--- config.mk ---
export PLATFORM = sky130hd
export DESIGN_NAME = serial_add_sub
export DESIGN_NICKNAME = d
export VERILOG_FILES = /design/src/rtl/serial_add_sub.sv
export SDC_FILE = /design/constraint.sdc
export NUM_CORES = 1
export LEC_CHECK = 0
export CAP_MARGIN = 10
export CORE_AREA = 3 3 62 64
export CTS_CLUSTER_DIAMETER = 200
export DETAILED_ROUTE_END_ITERATION = 10
export DIE_AREA = 0 0 65 67
export GPL_TIMING_DRIVEN = 0
export PLACE_DENSITY = 0.79
export SYNTH_ARGS = -nofsm -noshare
export SYNTH_HDL_FRONTEND = slang
export SYNTH_SLANG_ARGS = --single-unit
--- constraint.sdc ---
create_clock -name clk -period 2.05 [get_ports clk]
set_input_delay 0.41 -clock clk [delete_from_list [all_inputs] [get_ports clk]]
set_output_delay 0.41 -clock clk [all_outputs]
set_load 0.03 [all_outputs]
--- src/rtl/serial_add_sub.sv ---
// Bit-serial two's-complement adder/subtractor: one full-adder cell plus a carry
// flip-flop, LSB-first, one bit per clock, with a start/busy/done handshake.
module serial_add_sub #(
  parameter int WIDTH = 8
) (
  input  logic             clk,
  input  logic             rst_n,
  input  logic             start,
  input  logic             sub,
  input  logic [WIDTH-1:0] a,
  input  logic [WIDTH-1:0] b,
  output logic [WIDTH-1:0] result,
  output logic             cout,
  output logic             overflow,
  output logic             busy,
  output logic             done,
  output logic [1:0]       state_dbg
);

  // Handshake: start is honoured only while busy=0 (IDLE or DONE), and a, b and sub
  // are captured on that accepting edge. busy then stays high for WIDTH cycles, and
  // done pulses for one cycle in the same cycle that result/cout/overflow change.

  localparam int CW = (WIDTH > 2) ? $clog2(WIDTH) : 1;
  localparam logic [CW-1:0] LAST = CW'(WIDTH - 1);

  typedef enum logic [1:0] {
    IDLE = 2'd0,
    RUN  = 2'd1,
    DONE = 2'd2
  } state_t;

  state_t           state;
  logic [WIDTH-1:0] sh_a;
  logic [WIDTH-1:0] sh_b;
  logic [WIDTH-1:0] sh_r;
  logic [CW-1:0]    cnt;
  logic             carry;
  logic             fa_sum;
  logic             fa_carry;

  assign fa_sum    = sh_a[0] ^ sh_b[0] ^ carry;
  assign fa_carry  = (sh_a[0] & sh_b[0]) | (sh_a[0] & carry) | (sh_b[0] & carry);
  assign state_dbg = state;

  always_ff @(posedge clk) begin
    if (!rst_n) begin
      state    <= IDLE;
      sh_a     <= '0;
      sh_b     <= '0;
      sh_r     <= '0;
      cnt      <= '0;
      carry    <= 1'b0;
      result   <= '0;
      cout     <= 1'b0;
      overflow <= 1'b0;
      busy     <= 1'b0;
      done     <= 1'b0;
    end else begin
      case (state)
        IDLE, DONE: begin
          done <= 1'b0;
          if (start) begin
            // Subtraction is a + ~b + 1: the +1 enters as the initial carry.
            sh_a  <= a;
            sh_b  <= sub ? ~b : b;
            carry <= sub;
            cnt   <= '0;
            busy  <= 1'b1;
            state <= RUN;
          end else begin
            busy  <= 1'b0;
            state <= IDLE;
          end
        end
        RUN: begin
          sh_r  <= {fa_sum, sh_r[WIDTH-1:1]};
          sh_a  <= {1'b0, sh_a[WIDTH-1:1]};
          sh_b  <= {1'b0, sh_b[WIDTH-1:1]};
          carry <= fa_carry;
          if (cnt == LAST) begin
            // Here carry still holds the carry into the MSB.
            result   <= {fa_sum, sh_r[WIDTH-1:1]};
            cout     <= fa_carry;
            overflow <= carry ^ fa_carry;
            busy     <= 1'b0;
            done     <= 1'b1;
            state    <= DONE;
          end else begin
            cnt <= cnt + 1'b1;
          end
        end
        default: begin
          busy  <= 1'b0;
          done  <= 1'b0;
          state <= IDLE;
        end
      endcase
    end
  end

endmodule
* Yosys cells after proc, flatten, opt, wreduce, memory -nomap -nowiden
Index checks and enable logic that the tools add are counted.
** Operators by class
- Reductions and logical operators :: 7
- Bitwise operators :: 9
- Add/subtract/negate cells :: 1
- Equal/unequal tests :: 6
- Muxes and demuxes :: 16
** Operator list (count)
- 8-bit case mux with 2 select lines :: 2
- 8-bit 2-to-1 mux :: 3
- 8-bit inverter :: 1
- 3-bit 2-to-1 mux :: 2
- 2-bit inequality test (second input constant) :: 3
- 3-bit case mux with 2 select lines :: 1
- 2-bit AND reduction :: 3
- 1-bit 2-to-1 mux :: 4
- 1-bit case mux with 2 select lines :: 2
- 2-bit case mux with 2 select lines :: 1
- 3-bit by 1-bit adder with 3-bit output (second input constant) :: 1
- 1-bit AND :: 3
- 3-bit equality test (second input constant) :: 1
- 3-bit AND reduction :: 1
- 1-bit bitwise XOR :: 3
- 2-bit by 1-bit equality test with 1-bit output (second input constant) :: 1
- 2-bit equality test (second input constant) :: 1
- 2-bit zero test :: 1
- 2-bit 2-to-1 mux :: 1
- 1-bit OR :: 2
- 2-bit nonzero test :: 1
- 2-bit OR reduction :: 1
** Word-level totals
- Output and inout port bits :: 14
- Flip-flop bits (word level) :: 42

* Depth between registers and ports, before layout
- Word-level depth :: 4
- Gate-level depth with buffers :: 5
- Mapped depth without buffers :: 5

* Worst setup path before layout
Ideal clock, no wire load.
- Path type :: flip-flop to flip-flop
- Start point :: register cnt[0]
- End point :: register cnt[0]
- Path slack :: 0.712 ns
- Buffers on the path :: 0
- Stages on the path, launching flop included :: 6
- Arrival time :: 1.223 ns
- Cell sequence :: dfxtp_1 ha_1 ha_1 nor3b_2 nor3b_1 o21a_1
** On the way
- Longest elaborated chain between the ends :: 3
- Elaborated cells between the ends (all ways) :: 6
** Ends and longest elaborated chain
- start: declaration :: line 37 : logic [CW-1:0] cnt;
- start signal: assignment :: line 90 : cnt <= cnt + 1'b1;
- 3-bit by 1-bit adder with 3-bit output / 3-bit equality test (equally long branches) :: line 90, 81
- 3-bit 2-to-1 mux / 2-bit inequality test (equally long branches)
- 3-bit case mux with 2 select lines / 3-bit AND reduction (equally long branches)
Parallel ways exist; a longest one is shown, timed or not. The select of a mux whose other input is x is not followed.
A chain may end at the register's enable or synchronous reset.

==> results by group <==
Routing
  • Met2 WL post-DR: 1570 µm
  • Vias: 1,438
  • Metal-1 WL: 1670 µm
  • Starting DRC count in detailed routing: 70
  • Uppermost layer routed: met4
  • Via density: 5.21
  • Routed wl met3: 203 µm
  • Number of remaining DRC errors: 0
  • Wire per inst: 12.7 µm
  • Final wirelength: 3520 µm
  • Detail Route Antenna Nets: 0
  • Detailed Routing Iterations Pass 1: 4

Place
  • PortBufs: 31
  • Placed Instance Area: 0.00213 mm²
  • DP HPWL: 2460 µm
  • Final Wtd Congestion: 0.802

Clock tree
  • Hold_buf cts: 0
  • Inserted Clock Buffers: 5
  • Clock transition at path regs: 0.12 ns
  • Worst skew pair latency: 0.37 ns
  • TritonCTS clock tree: built
  • Root buffer cell: clkbuf_4
  • Cts repair resizes: 1
  • Post-CTS Setup Bufs: 0
  • Clock Tree Buf Depth: 2
  • Clock sinks: 40
  • # H-tree levels: 2

Timing
  • Setup tns final: 0 ns
  • RSZ-0062 raised after global routing: false
  • Setup violation total in the final timing report: 0
  • Min Tclk post-route: 1.97 ns
  • Fin. Hold Viols: 0
  • Final period util: 96.3%
  • Tightest Pin Transition: 0.478 ns
  • Max-slew violations: 0
  • Clk_skew: 0.00972 ns
  • Slew margin rel.: 68.1%
  • Max Clk Rate: 0.507 GHz

Synth
  • Area share of the largest cell type after synthesis: 45.6%
  • Asr flop ratio synth: 0%
  • Yosys cell types: 30
  • Most frequent cell after synthesis: dfxtp_1
  • Sequential fraction of the synthesis area: 45.6%
  • Top_reg_cell synth: dfxtp_1
  • Syn Inst Count: 191
  • Synthesized area: 0.00176 mm²
  • Post-synth EDFFs: 0
  • Ys Warns: 0
  • Synth area leader: dfxtp_1
  • Most frequent cells after synthesis: 40 x dfxtp_1, 34 x nand2_1, 26 x nand3_1, 19 x a21boi_1, 9 x xor2_1
  • Synth Register Bits: 40
  • Mean Syn Cell Area: 9.20 µm²
  • Syn_nets: 215
  • Dominant cells by area after synthesis: dfxtp_1 46%, a21boi_1 8.1%, nand3_1 7.4%

Worst setup path
  • Buf/Inv on CP: 2
  • Data arrival, critical path: 1.56 ns
  • Slowest Stage Delay on Critical Path: 0.65 ns
  • Worst Setup Start Kind: register
  • CP required: 1.64 ns
  • Kind of critical path: reg -> out
  • Setup crit end kind: primary output
  • Critical-path maximum fanout: 8
  • CP cell instances: buf_4 -> clkdlybuf4s50_1
  • CP top delay family: buffers and inverters
  • Slowest CP cell: clkdlybuf4s50_1

Pwr
  • Switching part of the total: 25.7%
  • P_sw: 403 µW
  • Comb power frac: 13.4%
  • Internal cell power: 1.17 mW
  • Clock Power Share: 33.9%
  • Sequential share of power: 52.7%
  • P_leak: 0.826 nW
  • Total power per unit cell area: 712 mW/mm²
  • Maximum VDD drop: 502 µV

Floorplanning
  • Die X: 65 µm
  • Ports: 34
  • Starting Density: 52.7%
  • Die Ht: 67 µm
  • Placeable Area: 0.00334 mm²
  • Num rows: 21
  • Die Area: 0.00436 mm²

Global route
  • GRT Overall Usage: 18.5%
  • Initial antenna violation count: 0
  • First-pass GRT wire length: 6110 µm
  • Number of global-route vias before repair: 1,341
  • Largest net degree at the start of global routing: 14
  • Gr ovfl total: 0

Cells and area
  • Final instance area: 0.00221 mm²
  • P&R area growth vs syn: 25.6%
  • Antenna cells: 0
  • Nets@finish: 253
  • Ratio of cells with drive above 1 in the final layout: 10.0%

Job
  • Max-cap viol count: 0

Min path
  • Worst Hold Class: in -> reg

Run status
  • Outcome: finished clean
## final cells by class
cell class / instances / area, µm²
Buffer: 17 / 100
Tap cell: 46 / 57.6
Multi-Input combinational cell: 134 / 857
Timing Repair Buffer: 31 / 310
Clock inverter: 3 / 42.5
Fill cell: 314 / 1130
Sequential cell: 40 / 802
Clock buffer: 5 / 37.5
## final timing paths
path | to | depth (start not counted) | start | slack [ns]
worst min-delay path | state_dbg[1] | 2 | rst_n | 0.40
worst min register to register | result[0] | 2 | result[0] | 0.46
worst max-delay path | state_dbg[0] | 2 | busy | 0.08
worst max register to register | overflow | 5 | cnt[0] | 0.53
## layer usage
layer | global-route usage, % | vias to the layer above
li1 | - | 740
met1 | 22.1 | 645
met2 | 30.7 | 45
met3 | 4.89 | 8
met4 | 8.71 | 0
met5 | 0 | -
## stage by stage
stage	hold slack, ns	total power, mW	worst slack (ns)	util, %	instances
finish	0.404	1.57	0.0764	66.1	276
global route	0.424	1.62	0.0327	66.1	276
CTS	0.400	1.58	0.0667	66.1	276
detailed placement	0.444	1.06	0.324	63.7	268
global placement	0.441	1.05	0.334	63.7	268
floorplan	0.435	0.981	0.712	-	191
## power by group through the flow
stage / registers, mW / logic [mW] / clock network, mW
CTS: 0.828 / 0.212 / 0.536
floorplan: 0.844 / 0.137 / 0
finish: 0.828 / 0.210 / 0.532
global route: 0.832 / 0.233 / 0.557
detailed placement: 0.846 / 0.211 / 0
global placement: 0.844 / 0.210 / 0
## cells in the final DEF (no fill, tap or decap), types with 2 or more instances in the layout
cell	count
dfxtp_1	39
nand2b_1	2
clkbuf_1	3
o21a_1	2
nand3b_1	2
buf_2	4
a21boi_1	19
nor3b_1	2
nand2_1	34
ha_1	3
clkbuf_4	5
clkdlybuf4s50_1	31
a21boi_0	8
nand3_1	26
buf_4	6
xor2_1	9
a22oi_1	8
o221ai_1	6
nor2b_1	3
buf_1	2
## cells by family (layout without fill, tap and decap cells)
logic type	Yosys count	in the layout	synth area share [%]
AOI/OAI and AO/OA	46	46	20.1
muxes	1	1	0.569
and+or+nand+nor	74	74	20.4
xor gates and xnor gates	9	9	4.48
adders and majority gates	4	4	3.27
DFF	40	40	45.6
buffers and inverters	17	56	5.69
## state kept, by name, summed over array words and instances, names as in the netlist
register	flops
busy	1
carry	1
cnt	3
cout	1
done	1
overflow	1
result	8
sh_a	8
sh_b	8
sh_r	7
state_dbg	1
(Power assumes the default switching activity.)
